===== src/rtl/uart_time_parser_pkg.sv =====
// Shared definitions for the UART time-frame parser and the time-to-ASCII formatter.
package uart_time_parser_pkg;

  localparam logic [7:0] ASCII_0     = 8'h30;
  localparam logic [7:0] ASCII_9     = 8'h39;
  localparam logic [7:0] ASCII_COLON = 8'h3A;
  localparam logic [7:0] ASCII_T_UP  = 8'h54;
  localparam logic [7:0] ASCII_T_LO  = 8'h74;
  localparam logic [7:0] ASCII_CR    = 8'h0D;
  localparam logic [7:0] ASCII_LF    = 8'h0A;

  localparam int unsigned FIELD_W = 6;

  typedef enum logic [3:0] {
    IDLE, H1, H0, C1, M1, M0, C2, S1, S0, END
  } parse_state_t;

  // Two BCD-style digits to a binary field, kept 7 bits wide so that
  // out-of-range values such as 99 survive for the range check.
  function automatic logic [6:0] field_val(input logic [3:0] tens,
                                           input logic [3:0] ones);
    return ({3'b000, tens} * 7'd10) + {3'b000, ones};
  endfunction

endpackage


===== src/rtl/uart_time_parser_ascii_classifier.sv =====
// Combinational byte classifier for the time-frame parser.
module ascii_classifier
  import uart_time_parser_pkg::*;
(
  input  logic [7:0] byte_i,
  output logic       is_digit_o,
  output logic       is_colon_o,
  output logic       is_start_o,
  output logic       is_term_o,
  output logic [3:0] digit_val_o
);

  // Decode the byte into the character classes used by the frame grammar.
  always_comb begin
    is_digit_o  = (byte_i >= ASCII_0) && (byte_i <= ASCII_9);
    is_colon_o  = (byte_i == ASCII_COLON);
    is_start_o  = (byte_i == ASCII_T_UP) || (byte_i == ASCII_T_LO);
    is_term_o   = (byte_i == ASCII_CR) || (byte_i == ASCII_LF);
    digit_val_o = byte_i[3:0];
  end

endmodule


===== src/rtl/uart_time_parser.sv =====
// Parses "T" HH ":" MM ":" SS <CR|LF> frames from the UART RX FIFO into a
// one-cycle time-load pulse. Optional inter-byte timeout: PARSE_TIMEOUT_EN.
module uart_time_parser
  import uart_time_parser_pkg::*;
#(
  parameter int unsigned HOUR      = 24,
  parameter int unsigned SECOND_60 = 60
`ifdef PARSE_TIMEOUT_EN
  , parameter int unsigned TIMEOUT_CYCLES = 100_000_000
`endif
) (
  input  logic               clk,
  input  logic               rst,
  input  logic               i_empty,
  input  logic [7:0]         i_data,
  output logic               o_re,
  output logic               o_set,
  output logic [FIELD_W-1:0] o_hour,
  output logic [FIELD_W-1:0] o_min,
  output logic [FIELD_W-1:0] o_sec,
  output logic               o_error,
  output logic               o_busy
);

  logic               is_digit, is_colon, is_start, is_term;
  logic [3:0]         digit_val;
  logic               consume;
  logic               bad;
  logic [6:0]         hour_f, min_f, sec_f;

  parse_state_t       state_q, state_d;
  logic [5:0][3:0]    dig_q, dig_d;
  logic [FIELD_W-1:0] hour_q, hour_d, min_q, min_d, sec_q, sec_d;
  logic               set_q, set_d, err_q, err_d;

`ifdef PARSE_TIMEOUT_EN
  localparam int unsigned CNT_W = (TIMEOUT_CYCLES > 1) ? $clog2(TIMEOUT_CYCLES) : 1;
  logic [CNT_W-1:0] cnt_q, cnt_d;
`endif

  ascii_classifier u_class (
    .byte_i      (i_data),
    .is_digit_o  (is_digit),
    .is_colon_o  (is_colon),
    .is_start_o  (is_start),
    .is_term_o   (is_term),
    .digit_val_o (digit_val)
  );

  assign consume = ~i_empty;
  assign o_re    = consume;
  assign o_set   = set_q;
  assign o_error = err_q;
  assign o_hour  = hour_q;
  assign o_min   = min_q;
  assign o_sec   = sec_q;
  assign o_busy  = (state_q != IDLE);

  assign hour_f = field_val(dig_q[0], dig_q[1]);
  assign min_f  = field_val(dig_q[2], dig_q[3]);
  assign sec_f  = field_val(dig_q[4], dig_q[5]);

  // Next-state, digit capture, range check and pulse generation.
  always_comb begin
    state_d = state_q;
    dig_d   = dig_q;
    hour_d  = hour_q;
    min_d   = min_q;
    sec_d   = sec_q;
    set_d   = 1'b0;
    err_d   = 1'b0;
    bad     = 1'b0;
`ifdef PARSE_TIMEOUT_EN
    cnt_d   = '0;
`endif
    if (consume) begin
      case (state_q)
        IDLE: if (is_start) state_d = H1;
        H1:   if (is_digit) begin dig_d[0] = digit_val; state_d = H0; end else bad = 1'b1;
        H0:   if (is_digit) begin dig_d[1] = digit_val; state_d = C1; end else bad = 1'b1;
        C1:   if (is_colon) state_d = M1; else bad = 1'b1;
        M1:   if (is_digit) begin dig_d[2] = digit_val; state_d = M0; end else bad = 1'b1;
        M0:   if (is_digit) begin dig_d[3] = digit_val; state_d = C2; end else bad = 1'b1;
        C2:   if (is_colon) state_d = S1; else bad = 1'b1;
        S1:   if (is_digit) begin dig_d[4] = digit_val; state_d = S0; end else bad = 1'b1;
        S0:   if (is_digit) begin dig_d[5] = digit_val; state_d = END; end else bad = 1'b1;
        END: begin
          if (is_term) begin
            state_d = IDLE;
            if ((hour_f < 7'(HOUR)) && (min_f < 7'(SECOND_60)) && (sec_f < 7'(SECOND_60))) begin
              hour_d = hour_f[FIELD_W-1:0];
              min_d  = min_f[FIELD_W-1:0];
              sec_d  = sec_f[FIELD_W-1:0];
              set_d  = 1'b1;
            end else begin
              err_d = 1'b1;
            end
          end else begin
            bad = 1'b1;
          end
        end
        default: state_d = IDLE;
      endcase
      // A stray start byte aborts the current frame and opens a new one.
      if (bad) begin
        err_d   = 1'b1;
        state_d = is_start ? H1 : IDLE;
      end
    end
`ifdef PARSE_TIMEOUT_EN
    else if (state_q != IDLE) begin
      if (cnt_q == CNT_W'(TIMEOUT_CYCLES - 1)) begin
        err_d   = 1'b1;
        state_d = IDLE;
      end else begin
        cnt_d = cnt_q + 1'b1;
      end
    end
`endif
  end

  // State, digit, output and pulse registers with synchronous reset.
  always_ff @(posedge clk) begin
    if (rst) begin
      state_q <= IDLE;
      dig_q   <= '0;
      hour_q  <= '0;
      min_q   <= '0;
      sec_q   <= '0;
      set_q   <= 1'b0;
      err_q   <= 1'b0;
`ifdef PARSE_TIMEOUT_EN
      cnt_q   <= '0;
`endif
    end else begin
      state_q <= state_d;
      dig_q   <= dig_d;
      hour_q  <= hour_d;
      min_q   <= min_d;
      sec_q   <= sec_d;
      set_q   <= set_d;
      err_q   <= err_d;
`ifdef PARSE_TIMEOUT_EN
      cnt_q   <= cnt_d;
`endif
    end
  end

endmodule


===== config.mk =====
export PLATFORM = sky130hd
export DESIGN_NAME = uart_time_parser
export DESIGN_NICKNAME = d
export VERILOG_FILES = /design/src/rtl/uart_time_parser_pkg.sv /design/src/rtl/uart_time_parser_ascii_classifier.sv /design/src/rtl/uart_time_parser.sv
export SDC_FILE = /design/constraint.sdc
export NUM_CORES = 1
export LEC_CHECK = 0
export ABC_CLOCK_PERIOD_IN_PS = 2400
export BUFFER_PORTS_ARGS = -buffer_cell sky130_fd_sc_hd__buf_2
export CAP_MARGIN = 20
export CORE_ASPECT_RATIO = 0.8
export CORE_MARGIN = 2
export CORE_UTILIZATION = 52
export CTS_CLUSTER_SIZE = 12
export DETAILED_ROUTE_END_ITERATION = 8
export GPL_TIMING_DRIVEN = 0
export PLACE_DENSITY = 0.72
export SLEW_MARGIN = 15
export SYNTH_ARGS = -nofsm -noshare
export SYNTH_HDL_FRONTEND = slang
export SYNTH_SLANG_ARGS = --single-unit

===== constraint.sdc =====
create_clock -name clk -period 2.4 [get_ports clk]
set_input_delay 0.48 -clock clk [delete_from_list [all_inputs] [get_ports clk]]
set_output_delay 0.48 -clock clk [all_outputs]
set_load 0.05 [all_outputs]

==> metrics.txt <==
result of the run finished with violations; violations in the final reports negative setup slack; post-synthesis cell area 0.00288 mm^2; top library cells by usage in the layout, fill and taps aside 42 x sky130_fd_sc_hd__dfxtp_1, 31 x sky130_fd_sc_hd__buf_2, 30 x sky130_fd_sc_hd__nor2_1; biggest cell delay along the critical path 460 ps; number of design-rule violations left by the first detailed-router iteration 243; register clock-pin slew on the reported worst setup and hold paths 90 ps; worst min path class reg2reg; synth-to-layout area growth 25.8%; leakage power figure 1.57 nW; Top Ports 33; per-cell routed wire length 17.1 um; PortBufs 29; remaining global-route overflow 0; clock tree from TritonCTS built; total vias in the final route 2727; Worst-Skew Late Latency 310 ps; switching part of the total power 24.5%; DRC errors left 0; data arrival time of the worst path 2920 ps; total core area 0.00541 mm^2; commonest non-fill, non-tap cell in the layout sky130_fd_sc_hd__dfxtp_1; initial antenna violation count 0; Rel. slew slack 58.9%; Total Nets Final 415; met3 wire len 444 um; cell repeated most along the worst path sky130_fd_sc_hd__ha_4; first-pass GRT wire length 12.6 mm; synth unique cells 57; largest driver fanout on the critical path 7; via count of the first global-routing pass 2653; post-route non-filler standard cell count 446; slowest stage cell on the critical path sky130_fd_sc_hd__a221o_2; met2 wire length 3.75 mm; ANT cells 0; highest layer used for signal routing met4; sequential group share of total power 57.1%; ratio of total power to cell area 384 mW/mm^2; site row count 24; final setup margin -348 ps; H-tree depth 2; number of nets produced by synthesis 361; combinational share of power 6.3%; Clock Skews 6.87 ps; count of flip-flops with a built-in enable after synthesis 0; gpl congestion 0.929; die span in x 87.2 um; Post-Syn Area per Cell 8.83 um^2; die span in y 70.5 um; pin count of the biggest net entering global routing 15; type of origin of the critical path flop; placed instance count 420; Total Wirelength 7.63 mm; first-pass detailed-route iteration total 5; total global-route track usage 26.4%; total of flip-flops plus latches after synthesis 48; switching power summed over all nets 340 uW; Bufs on Longest Clock Path 2; count of final hold-check violations 0; area enclosed by the die boundary 0.00615 mm^2; CP Capture Type flop; cell chain of the critical path ha_4 > ha_4 > inv_2 > fa_2 > xor2_2 > a21o_1 > a211o_1 > a221o_2 > buf_6 > o21ai_1 > a21oi_1; share of the cycle needed by the critical path after routing 114%; Avg Vias per Cell 6.11; count of pins over their slew limit 0; max frequency 364 MHz; max-cap violations 0; internal portion of total power 1.05 mW; number of warnings issued by yosys 0; required time of the worst setup path 2570 ps; worst setup path category reg2reg; number of clock sinks 48; transition time at the pin with the least slew margin 617 ps; CTS Buf Count 5; maximum resistive drop on vdd 0.385 mV; remaining antenna violation count 0; share of flip-flops with an asynchronous set or reset after synthesis 0%; fraction of the yosys area taken by sequential cells 33.4%; post-detailed-placement half-perimeter wirelength 5.23 mm; Routed met1 length 3.30 mm; smallest hold slack 463 ps; Final setup viols 20; dominant register cell in the synthesized netlist sky130_fd_sc_hd__dfxtp_1; unrepaired setup endpoints after global routing true; CTS root buffer sky130_fd_sc_hd__clkbuf_8; clock share of power 36.6%; share of post-route cells with drive strength above 1 30.4%; synthesized instance count 326; final critical path time including I/O delays and setup 2750 ps; starting utilization of the core area 53.2%
==> repair_timing <==
| item | in CTS | in global routing |
|---|---|---|
| gates cloned | 3 | 0 |
| gates resized for setup | 39 | 22 |
| hold buffers | 0 | 0 |
| pin swaps | 24 | 16 |
| endpoints found under the setup margin | 20 | 20 |
| buffers inserted | 14 | 1 |
==> layout make-up <==
type,instances,area (um^2)
timing repair buffer,46,295
clock inverter,1,7.51
tap,65,81.3
inverter,13,48.8
clock buffer,7,86.3
fill,441,1790
multi-input combinational,247,2010
buffer,19,104
sequential,48,983
==> synth_stat cells (2+ instances only) <==
cell | instances | area [um^2]
sky130_fd_sc_hd__dfxtp_1 | 48 | 961
sky130_fd_sc_hd__nor2_1 | 30 | 113
sky130_fd_sc_hd__a21oi_1 | 29 | 145
sky130_fd_sc_hd__mux2i_1 | 20 | 200
sky130_fd_sc_hd__ha_1 | 18 | 225
sky130_fd_sc_hd__nand2_1 | 17 | 63.8
sky130_fd_sc_hd__nand4_1 | 17 | 106
sky130_fd_sc_hd__inv_1 | 13 | 48.8
sky130_fd_sc_hd__o21ai_0 | 13 | 65.1
sky130_fd_sc_hd__clkbuf_1 | 12 | 45.0
sky130_fd_sc_hd__o21ai_1 | 9 | 45.0
sky130_fd_sc_hd__nor3_1 | 8 | 40.0
sky130_fd_sc_hd__xor2_1 | 8 | 70.1
sky130_fd_sc_hd__nand3_1 | 7 | 35.0
sky130_fd_sc_hd__fa_1 | 6 | 120
sky130_fd_sc_hd__a31oi_1 | 5 | 31.3
sky130_fd_sc_hd__xnor2_1 | 5 | 43.8
sky130_fd_sc_hd__nor4_1 | 4 | 25.0
sky130_fd_sc_hd__buf_2 | 3 | 15.0
sky130_fd_sc_hd__nand2b_1 | 3 | 18.8
sky130_fd_sc_hd__nor2b_1 | 3 | 18.8
sky130_fd_sc_hd__a211o_2 | 2 | 20.0
sky130_fd_sc_hd__a211oi_1 | 2 | 15.0
sky130_fd_sc_hd__a21o_1 | 2 | 15.0
sky130_fd_sc_hd__and3b_1 | 2 | 17.5
sky130_fd_sc_hd__buf_6 | 2 | 22.5
sky130_fd_sc_hd__nand3b_1 | 2 | 15.0
sky130_fd_sc_hd__nand4b_1 | 2 | 17.5
sky130_fd_sc_hd__nand4bb_1 | 2 | 22.5
sky130_fd_sc_hd__nor3b_1 | 2 | 15.0
sky130_fd_sc_hd__o21a_1 | 2 | 15.0
sky130_fd_sc_hd__o31ai_1 | 2 | 15.0
sky130_fd_sc_hd__or3_1 | 2 | 12.5
==> kinds of logic (layout without fill, tap and decap cells) <==
family / Yosys count / count (layout) / share of synthesized area, %
buf+inv: 32 / 86 / 4.96
simple gates: 107 / 107 / 20.1
flops: 48 / 48 / 33.4
mux: 20 / 20 / 6.96
xor+xnor: 13 / 13 / 3.96
fa+ha+maj: 24 / 24 / 12.0
compound gates: 82 / 83 / 18.6
==> per-layer routing <==
layer	vias to the layer above	track usage (%)
met4	0	9.57
met5	-	0
met3	15	5.48
li1	1301	-
met1	1315	35.3
met2	96	42.3
==> per-stage QoR <==
step	worst slack [ps]	power (mW)	utilization (%)	TNS, ps	area (um^2)
after floorplan	-255	0.873	-	-3990	2920
after global placement	-518	0.901	58.3	-8230	3150
after detailed placement	-571	0.901	58.3	-8930	3150
after CTS	-334	1.39	65.4	-5390	3530
after global routing	-474	1.44	67.0	-8650	3620
final	-348	1.39	67.0	-6300	3620
==> registers in the layout, indices dropped and copies added (netlist names) <==
name / flops
dig_q: 24
o_min: 6
o_sec: 6
o_error: 1
state_q: 4
o_hour: 6
o_set: 1
==> final timing paths <==
kind / from / to / slack [ps] / cells after the start
setup reg to reg: dig_q[3] / o_hour[4] / -350 / 11
hold / removal: o_hour[1] / o_hour[1] / 460 / 2
hold reg to reg: o_hour[1] / o_hour[1] / 460 / 2
setup / recovery: dig_q[3] / o_hour[4] / -350 / 11
==> critical path: cells and delay by family, from the launching register on <==
kind                     cells  cell delay, ps
AO/OA/AOI/OAI                5            1150
adder cells (fa/ha/maj)      3             730
flip-flops                   1             360
buffers and inverters        2             200
XOR/XNOR                     1             160
==> power by group through the flow <==
stage / Clock, mW / Combinational, mW / Sequential (mW)
final: 0.509 / 0.0869 / 0.793
after detailed placement: 0 / 0.0841 / 0.817
after global placement: 0 / 0.0837 / 0.817
after global routing: 0.553 / 0.0937 / 0.793
after floorplan: 0 / 0.0543 / 0.818
after CTS: 0.515 / 0.0852 / 0.794
(Power assumes the default switching activity.)
